### src/rtl/backoff_ctl.sv
// backoff_ctl: random-backoff engine for DCF/EDCA channel access.
// Draws 0..2^cw_exp-1 slots from a 16-bit Galois LFSR, waits an IFS of
// continuous idle medium, then counts slots down while idle and emits
// a one-cycle backoff_done grant.
//
// Ports:
//   clk, rst          clock, async active-high reset
//   cw_exp            contention-window exponent (clamped to SLOT_W)
//   backoff_start     begin/restart a backoff with a fresh draw
//   backoff_abort     cancel, back to IDLE, no grant
//   ch_idle           CCA result, 1 = medium idle
//   ifs_cycles        IFS length in clk cycles (0 acts as 1)
//   slot_cycles       slot length in clk cycles (0 acts as 1)
//   backoff_done      registered one-cycle grant pulse
//   backoff_busy      state is not IDLE
//   slots_left        remaining backoff slots
//   state             IDLE=0, IFS=1, COUNT=2
module backoff_ctl #(
    parameter logic [15:0] LFSR_SEED = 16'hACE1,
    parameter int          SLOT_W    = 10
) (
    input  logic              clk,
    input  logic              rst,
    input  logic [3:0]        cw_exp,
    input  logic              backoff_start,
    input  logic              backoff_abort,
    input  logic              ch_idle,
    input  logic [13:0]       ifs_cycles,
    input  logic [13:0]       slot_cycles,
    output logic              backoff_done,
    output logic              backoff_busy,
    output logic [SLOT_W-1:0] slots_left,
    output logic [1:0]        state
);

    localparam logic [1:0] ST_IDLE  = 2'd0;
    localparam logic [1:0] ST_IFS   = 2'd1;
    localparam logic [1:0] ST_COUNT = 2'd2;

    localparam logic [15:0]       LFSR_MASK = 16'hB400;
    localparam logic [4:0]        SLOT_W5   = 5'(SLOT_W);
    localparam logic [SLOT_W-1:0] SLOT_ONES = '1;
    localparam logic [SLOT_W-1:0] SLOT_ONE  = 1;

    logic [15:0]       lfsr_q, lfsr_d;
    logic [1:0]        state_q, state_d;
    logic [13:0]       ifs_cnt_q, ifs_cnt_d;
    logic [13:0]       slot_cnt_q, slot_cnt_d;
    logic [SLOT_W-1:0] slots_q, slots_d;
    logic              done_q, done_d;

    logic [4:0]        exp_clamp;
    logic [SLOT_W-1:0] draw_mask;
    logic [SLOT_W-1:0] draw;
    logic [13:0]       ifs_last;
    logic [13:0]       slot_last;
    logic              ifs_end;
    logic              slot_end;

    // Right-shifting Galois LFSR; free-running in every state.
    assign lfsr_d = lfsr_q[0] ? ({1'b0, lfsr_q[15:1]} ^ LFSR_MASK)
                              : {1'b0, lfsr_q[15:1]};

    assign exp_clamp = ({1'b0, cw_exp} > SLOT_W5) ? SLOT_W5
                                                  : {1'b0, cw_exp};
    // Shifting all-ones left leaves zeros in the low exp_clamp bits;
    // inverting gives the 2^exp-1 mask without a wider intermediate.
    assign draw_mask = ~(SLOT_ONES << exp_clamp);
    assign draw      = lfsr_q[SLOT_W-1:0] & draw_mask;

    // Zero lengths behave as one cycle. The >= compare makes the
    // counters saturate if the lengths shrink mid-count.
    assign ifs_last  = (ifs_cycles == 14'd0) ? 14'd0 : ifs_cycles - 14'd1;
    assign slot_last = (slot_cycles == 14'd0) ? 14'd0 : slot_cycles - 14'd1;
    assign ifs_end   = (ifs_cnt_q >= ifs_last);
    assign slot_end  = (slot_cnt_q >= slot_last);

    always_comb begin
        state_d    = state_q;
        ifs_cnt_d  = ifs_cnt_q;
        slot_cnt_d = slot_cnt_q;
        slots_d    = slots_q;
        done_d     = 1'b0;

        if (backoff_abort) begin
            state_d    = ST_IDLE;
            ifs_cnt_d  = 14'd0;
            slot_cnt_d = 14'd0;
            slots_d    = '0;
        end else if (backoff_start) begin
            state_d    = ST_IFS;
            ifs_cnt_d  = 14'd0;
            slot_cnt_d = 14'd0;
            slots_d    = draw;
        end else begin
            case (state_q)
                ST_IDLE: begin
                    ifs_cnt_d  = 14'd0;
                    slot_cnt_d = 14'd0;
                end
                ST_IFS: begin
                    if (!ch_idle) begin
                        ifs_cnt_d = 14'd0;
                    end else if (!ifs_end) begin
                        ifs_cnt_d = ifs_cnt_q + 14'd1;
                    end else begin
                        ifs_cnt_d  = 14'd0;
                        slot_cnt_d = 14'd0;
                        if (slots_q == '0) begin
                            done_d  = 1'b1;
                            state_d = ST_IDLE;
                        end else begin
                            state_d = ST_COUNT;
                        end
                    end
                end
                ST_COUNT: begin
                    if (!ch_idle) begin
                        // Partial slot is discarded; slots_left frozen.
                        slot_cnt_d = 14'd0;
                        ifs_cnt_d  = 14'd0;
                        state_d    = ST_IFS;
                    end else if (!slot_end) begin
                        slot_cnt_d = slot_cnt_q + 14'd1;
                    end else begin
                        slot_cnt_d = 14'd0;
                        slots_d    = slots_q - SLOT_ONE;
                        if (slots_q == SLOT_ONE) begin
                            done_d  = 1'b1;
                            state_d = ST_IDLE;
                        end
                    end
                end
                default: begin
                    state_d    = ST_IDLE;
                    ifs_cnt_d  = 14'd0;
                    slot_cnt_d = 14'd0;
                    slots_d    = '0;
                end
            endcase
        end
    end

    always_ff @(posedge clk or posedge rst) begin
        if (rst) begin
            lfsr_q     <= LFSR_SEED;
            state_q    <= ST_IDLE;
            ifs_cnt_q  <= 14'd0;
            slot_cnt_q <= 14'd0;
            slots_q    <= '0;
            done_q     <= 1'b0;
        end else begin
            lfsr_q     <= lfsr_d;
            state_q    <= state_d;
            ifs_cnt_q  <= ifs_cnt_d;
            slot_cnt_q <= slot_cnt_d;
            slots_q    <= slots_d;
            done_q     <= done_d;
        end
    end

    assign backoff_done = done_q;
    assign backoff_busy = (state_q != ST_IDLE);
    assign slots_left   = slots_q;
    assign state        = state_q;

endmodule

### config.mk
export PLATFORM = sky130hd
export DESIGN_NAME = backoff_ctl
export DESIGN_NICKNAME = d
export VERILOG_FILES = /design/src/rtl/backoff_ctl.sv
export SDC_FILE = /design/constraint.sdc
export NUM_CORES = 1
export LEC_CHECK = 0
export BUFFER_PORTS_ARGS = -buffer_cell sky130_fd_sc_hd__clkbuf_2
export CAP_MARGIN = 20
export CELL_PAD_IN_SITES_DETAIL_PLACEMENT = 1
export CELL_PAD_IN_SITES_GLOBAL_PLACEMENT = 1
export CORE_MARGIN = 10
export CORE_UTILIZATION = 44
export DETAILED_ROUTE_END_ITERATION = 8
export HOLD_SLACK_MARGIN = 0.03
export PLACE_DENSITY = 0.8
export SYNTH_ARGS = -nofsm -noshare
export SYNTH_HDL_FRONTEND = slang
export SYNTH_SLANG_ARGS = --single-unit
### constraint.sdc
create_clock -name clk -period 3.05 [get_ports clk]
set_clock_uncertainty 0.1 [all_clocks]
set_input_delay 0.305 -clock clk [delete_from_list [all_inputs] [get_ports clk]]
set_output_delay 0.305 -clock clk [all_outputs]
set_load 0.01 [all_outputs]
==> report_table.html <==
<table>
<tr><th>Metric</th><th>Value</th></tr>
<tr><th colspan="2">GRT</th></tr>
<tr><td>Total congestion overflow after global routing</td><td>0</td></tr>
<tr><td>Via count of the first global-routing pass</td><td>approximately 4,600</td></tr>
<tr><td>Global-route usage over all layers</td><td>0.205</td></tr>
<tr><td>First-pass GRT wire length</td><td>between 20,000 and 25,000 microns</td></tr>
<tr><td>Antenna violations before repair</td><td>0</td></tr>
<tr><td>Maximum number of pins on one net before global-route repair</td><td>44</td></tr>
<tr><th colspan="2">Finish</th></tr>
<tr><td>Final instance area</td><td>around 5700 sq um</td></tr>
<tr><td>Proportion of layout cells with a drive suffix above 1</td><td>0.371</td></tr>
<tr><td>Synth-to-layout area growth</td><td>39.5%</td></tr>
<tr><td>Count of placed standard cells in the final layout, fillers left out</td><td>between 700 and 800</td></tr>
<tr><td>Number of diodes added for antenna fixing</td><td>0</td></tr>
<tr><td>End-of-flow core utilization</td><td>0.624</td></tr>
<tr><td>Net count of the finished layout</td><td>a little under 700</td></tr>
<tr><th colspan="2">Synth</th></tr>
<tr><td>Count of mapped cells out of synthesis</td><td>~480</td></tr>
<tr><td>Avg Cell Area, Syn</td><td>~8.5 sq um</td></tr>
<tr><td>Distinct cell type count of the synthesized netlist</td><td>between 50 and 60</td></tr>
<tr><td>Cell taking the most area after synthesis</td><td>sky130_fd_sc_hd__dfrtp_1</td></tr>
<tr><td>Flip-flop and latch count after synthesis</td><td>57</td></tr>
<tr><td>Register area share after synthesis</td><td>0.353</td></tr>
<tr><td>Post-synthesis cell area</td><td>a little over 4000 sq um</td></tr>
<tr><td>Portion of synthesized cell area occupied by the leading cell type</td><td>0.301</td></tr>
<tr><td>Cell with the most instances after synthesis</td><td>sky130_fd_sc_hd__nand2_1</td></tr>
<tr><td>Ys async rst share</td><td>1.00</td></tr>
<tr><td>Most common flop cell mapped by yosys</td><td>sky130_fd_sc_hd__dfrtp_1</td></tr>
<tr><td>Leading post-synthesis cells by cell area</td><td>sky130_fd_sc_hd__dfrtp_1, sky130_fd_sc_hd__ha_1, sky130_fd_sc_hd__o21ai_0</td></tr>
<tr><td>Post-synth EDFFs</td><td>0</td></tr>
<tr><td>YS warnings</td><td>0</td></tr>
<tr><td>Synth cell count leaders</td><td>sky130_fd_sc_hd__nand2_1, sky130_fd_sc_hd__o21ai_0, sky130_fd_sc_hd__dfrtp_1</td></tr>
<tr><td>Synthesized Nets</td><td>551</td></tr>
<tr><th colspan="2">Worst setup path</th></tr>
<tr><td>Internal reg-to-reg setup slack</td><td>290 ps</td></tr>
<tr><td>Worst Path Class, Setup</td><td>input port to flop</td></tr>
<tr><td>Logic depth of the worst register-to-register path</td><td>8</td></tr>
<tr><td>Required time at the worst-slack endpoint</td><td>3230 ps</td></tr>
<tr><td>R2R Path End</td><td>slot_cnt_q[12]$_DFFE_PP0P_</td></tr>
<tr><td>Arrival time at the worst endpoint</td><td>about 3700 ps</td></tr>
<tr><td>Crit. End Element</td><td>flop</td></tr>
<tr><td>Origin of the critical flop-to-flop path</td><td>slot_cnt_q[8]$_DFFE_PP0P_</td></tr>
<tr><td>Critical path origin</td><td>slot_cycles[2]</td></tr>
<tr><td>Startpoint Class</td><td>input port</td></tr>
<tr><td>Crit path to</td><td>slots_left[6]$_DFFE_PP0P_</td></tr>
<tr><td>Biggest fanout along the worst timing path</td><td>5</td></tr>
<tr><th colspan="2">Clocking</th></tr>
<tr><td>Register clock-pin slew on the reported worst setup and hold paths</td><td>70 ps</td></tr>
<tr><td>H-tree Lvls</td><td>3</td></tr>
<tr><td>Clock tree from TritonCTS</td><td>done</td></tr>
<tr><td>Sink Count</td><td>57</td></tr>
<tr><td>Buffer cell driving the clock tree root</td><td>sky130_fd_sc_hd__clkbuf_8</td></tr>
<tr><td>TritonCTS Buffers</td><td>9</td></tr>
<tr><td>Worst-Skew Late Latency</td><td>~340 ps</td></tr>
<tr><td>Maximum buffer depth of the clock tree</td><td>2</td></tr>
<tr><th colspan="2">Outcome</th></tr>
<tr><td>Result of the run</td><td>finished with violations</td></tr>
<tr><td>Violations in the final reports</td><td>negative setup slack</td></tr>
<tr><th colspan="2">Drt</th></tr>
<tr><td>Final WL</td><td>15,700 microns</td></tr>
<tr><td>Final routed wire length divided by cell count</td><td>~22 microns</td></tr>
<tr><td>Total number of vias</td><td>4,467</td></tr>
<tr><td>Number of iterations in the first detailed-routing pass</td><td>5</td></tr>
<tr><td>Routed Antenna Nets</td><td>0</td></tr>
<tr><td>Post-DR vias/cell</td><td>about 6.2</td></tr>
<tr><td>Number of design-rule violations left by the first detailed-router iteration</td><td>259</td></tr>
<tr><td>Number of remaining DRC errors</td><td>0</td></tr>
<tr><th colspan="2">Place</th></tr>
<tr><td>Placed instance count</td><td>between 600 and 700</td></tr>
<tr><td>Count of port buffers added during placement</td><td>50</td></tr>
<tr><td>RD Place Congestion</td><td>0.819</td></tr>
<tr><td>Worst setup timing slack at the placement stage</td><td>-1000 ps</td></tr>
<tr><td>Area post-placement</td><td>about 4900 sq um</td></tr>
<tr><td>Sum of net half-perimeters after detailed placement</td><td>between 9000 and 10,000 microns</td></tr>
<tr><th colspan="2">Power</th></tr>
<tr><td>Worst IR Drop VDD</td><td>0.195 mV</td></tr>
<tr><td>Static leakage</td><td>between 2 and 3 nW</td></tr>
<tr><td>Power density over the cells</td><td>300 nW/um^2</td></tr>
<tr><td>Design Power</td><td>1.70 mW</td></tr>
<tr><th colspan="2">Run</th></tr>
<tr><td>Max-cap violations</td><td>0</td></tr>
<tr><th colspan="2">Die</th></tr>
<tr><td>Standard-cell rows</td><td>35</td></tr>
<tr><td>Area of the core region</td><td>roughly 9100 sq um</td></tr>
<tr><td>Width of the die</td><td>about 120 microns</td></tr>
<tr><td>Initial Util</td><td>0.447</td></tr>
<tr><td>Overall die area</td><td>approximately 14,000 sq um</td></tr>
<tr><td>Y dimension of the die</td><td>approximately 120 microns</td></tr>
<tr><td>Number of ports placed on the die boundary</td><td>between 50 and 60</td></tr>
<tr><th colspan="2">STA</th></tr>
<tr><td>Setup total negative slack</td><td>-11,770 ps</td></tr>
<tr><td>Post-route clock period utilization</td><td>1.15</td></tr>
<tr><td>Tightest hold margin</td><td>257 ps</td></tr>
<tr><td>Slew @ Worst Pin</td><td>~630 ps</td></tr>
<tr><td>Final setup violation count</td><td>40</td></tr>
<tr><td>Slew Limit Headroom</td><td>0.579</td></tr>
<tr><td>Hold violation total from the final report</td><td>0</td></tr>
<tr><td>Max Transition Viols Final</td><td>0</td></tr>
<tr><td>Slack of the critical path</td><td>-455 ps</td></tr>
<tr><td>Maximum frequency from static timing analysis</td><td>285 MHz</td></tr>
<tr><td>Crit path time final</td><td>approximately 3500 ps</td></tr>
<tr><td>RSZ-0062 raised after global routing</td><td>true</td></tr>
<tr><th colspan="2">Min path</th></tr>
<tr><td>Type of the worst min-delay path</td><td>flop to flop</td></tr>
</table>
[worst max-delay path, cell delays in order]
cell and delay [ps]:
sky130_fd_sc_hd__buf_6 90, sky130_fd_sc_hd__or4_4 580, sky130_fd_sc_hd__nor3_4 190, sky130_fd_sc_hd__nand2_4 100
sky130_fd_sc_hd__nor4_4 290, sky130_fd_sc_hd__xor2_1 170, sky130_fd_sc_hd__nand2_1 120, sky130_fd_sc_hd__ha_4 280
sky130_fd_sc_hd__and4_4 230, sky130_fd_sc_hd__nand4_1 200, sky130_fd_sc_hd__o21ai_4 270, sky130_fd_sc_hd__buf_6 170
sky130_fd_sc_hd__nand3_4 90, sky130_fd_sc_hd__or4_4 540, sky130_fd_sc_hd__nand3_2 80
[worst min path at each step]
stage | start | to | cells past startpoint
final | lfsr_q[12]$_DFF_PP0_ | lfsr_q[11]$_DFF_PP1_ | 0
after global routing | lfsr_q[12]$_DFF_PP0_ | lfsr_q[11]$_DFF_PP1_ | 0
after CTS | ch_idle | backoff_done$_DFF_PP0_ | 3
after detailed placement | rst | slot_cnt_q[8]$_DFFE_PP0P_ | 2
after global placement | rst | slot_cnt_q[10]$_DFFE_PP0P_ | 2
after floorplan | lfsr_q[12]$_DFF_PP0_ | lfsr_q[11]$_DFF_PP1_ | 0
[layout by cell type, fill, tap and decap left out, types with 6 or more instances in the layout]
cell type,n
sky130_fd_sc_hd__buf_4,58
sky130_fd_sc_hd__nor2_1,33
sky130_fd_sc_hd__xor2_1,11
sky130_fd_sc_hd__dfrtp_1,49
sky130_fd_sc_hd__xnor2_1,8
sky130_fd_sc_hd__and3_1,6
sky130_fd_sc_hd__inv_1,17
sky130_fd_sc_hd__nor3_1,10
sky130_fd_sc_hd__clkbuf_8,10
sky130_fd_sc_hd__ha_1,32
sky130_fd_sc_hd__o21ai_0,22
sky130_fd_sc_hd__a21oi_2,7
sky130_fd_sc_hd__dfstp_2,8
sky130_fd_sc_hd__nand2b_1,8
sky130_fd_sc_hd__o21ai_1,17
sky130_fd_sc_hd__clkbuf_2,47
sky130_fd_sc_hd__nand3_1,21
sky130_fd_sc_hd__a31oi_1,8
sky130_fd_sc_hd__o31ai_2,6
sky130_fd_sc_hd__o21ai_2,11
sky130_fd_sc_hd__nand2_1,60
sky130_fd_sc_hd__buf_6,16
sky130_fd_sc_hd__nand4_1,9
sky130_fd_sc_hd__a21oi_1,7
sky130_fd_sc_hd__nor2b_1,7
[cell families after synthesis]
logic type                 after synthesis  share of synthesized area
xor gates and xnor gates                21                     0.0451
adders and majority gates               37                      0.114
DFF                                     57                      0.353
buffers and inverters                   31                     0.0307
muxes                                    3                    0.00768
and+or+nand+nor                        195                      0.234
AOI/OAI and AO/OA                      133                      0.217
[power by group]
group / total (mW) / switching, mW / internal, mW
clock: 0.611 / 0.304 / 0.306
sequential: 0.772 / 0.00920 / 0.763
combinational: 0.321 / 0.185 / 0.137
total: 1.70 / 0.498 / 1.21
[cell type report]
cell class                 count  area, sq um
clock buffer                  11          141
clock inverter                 4         20.0
fill                        1073         3430
inverter                      18         67.6
multi-input combinational    390         2990
sequential                    57         1440
tap                          111          139
timing repair buffer         124          886
[flip-flops by register name, indices dropped and copies added (netlist names)]
signal	flops
state	2
lfsr_q	16
slots_left	10
backoff_done	1
slot_cnt_q	14
ifs_cnt_q	14
[layer usage]
layer  track usage  vias up  part of all wire
li1              -     2003                 -
met1         0.234     2240              0.38
met2         0.379      165              0.52
met4        0.0517        0             0.036
met3        0.0426       59             0.058
met5             0        -                 0
[repair_timing]
item,4_1_cts,5_1_grt
setup endpoints to repair,38,40
gates resized for setup,47,68
hold endpoints to repair,13,0
setup buffers,6,9
gates cloned,3,1
pin swaps,28,26
hold buffers,1,0
No activity file was read; power rests on OpenSTA's default activity.
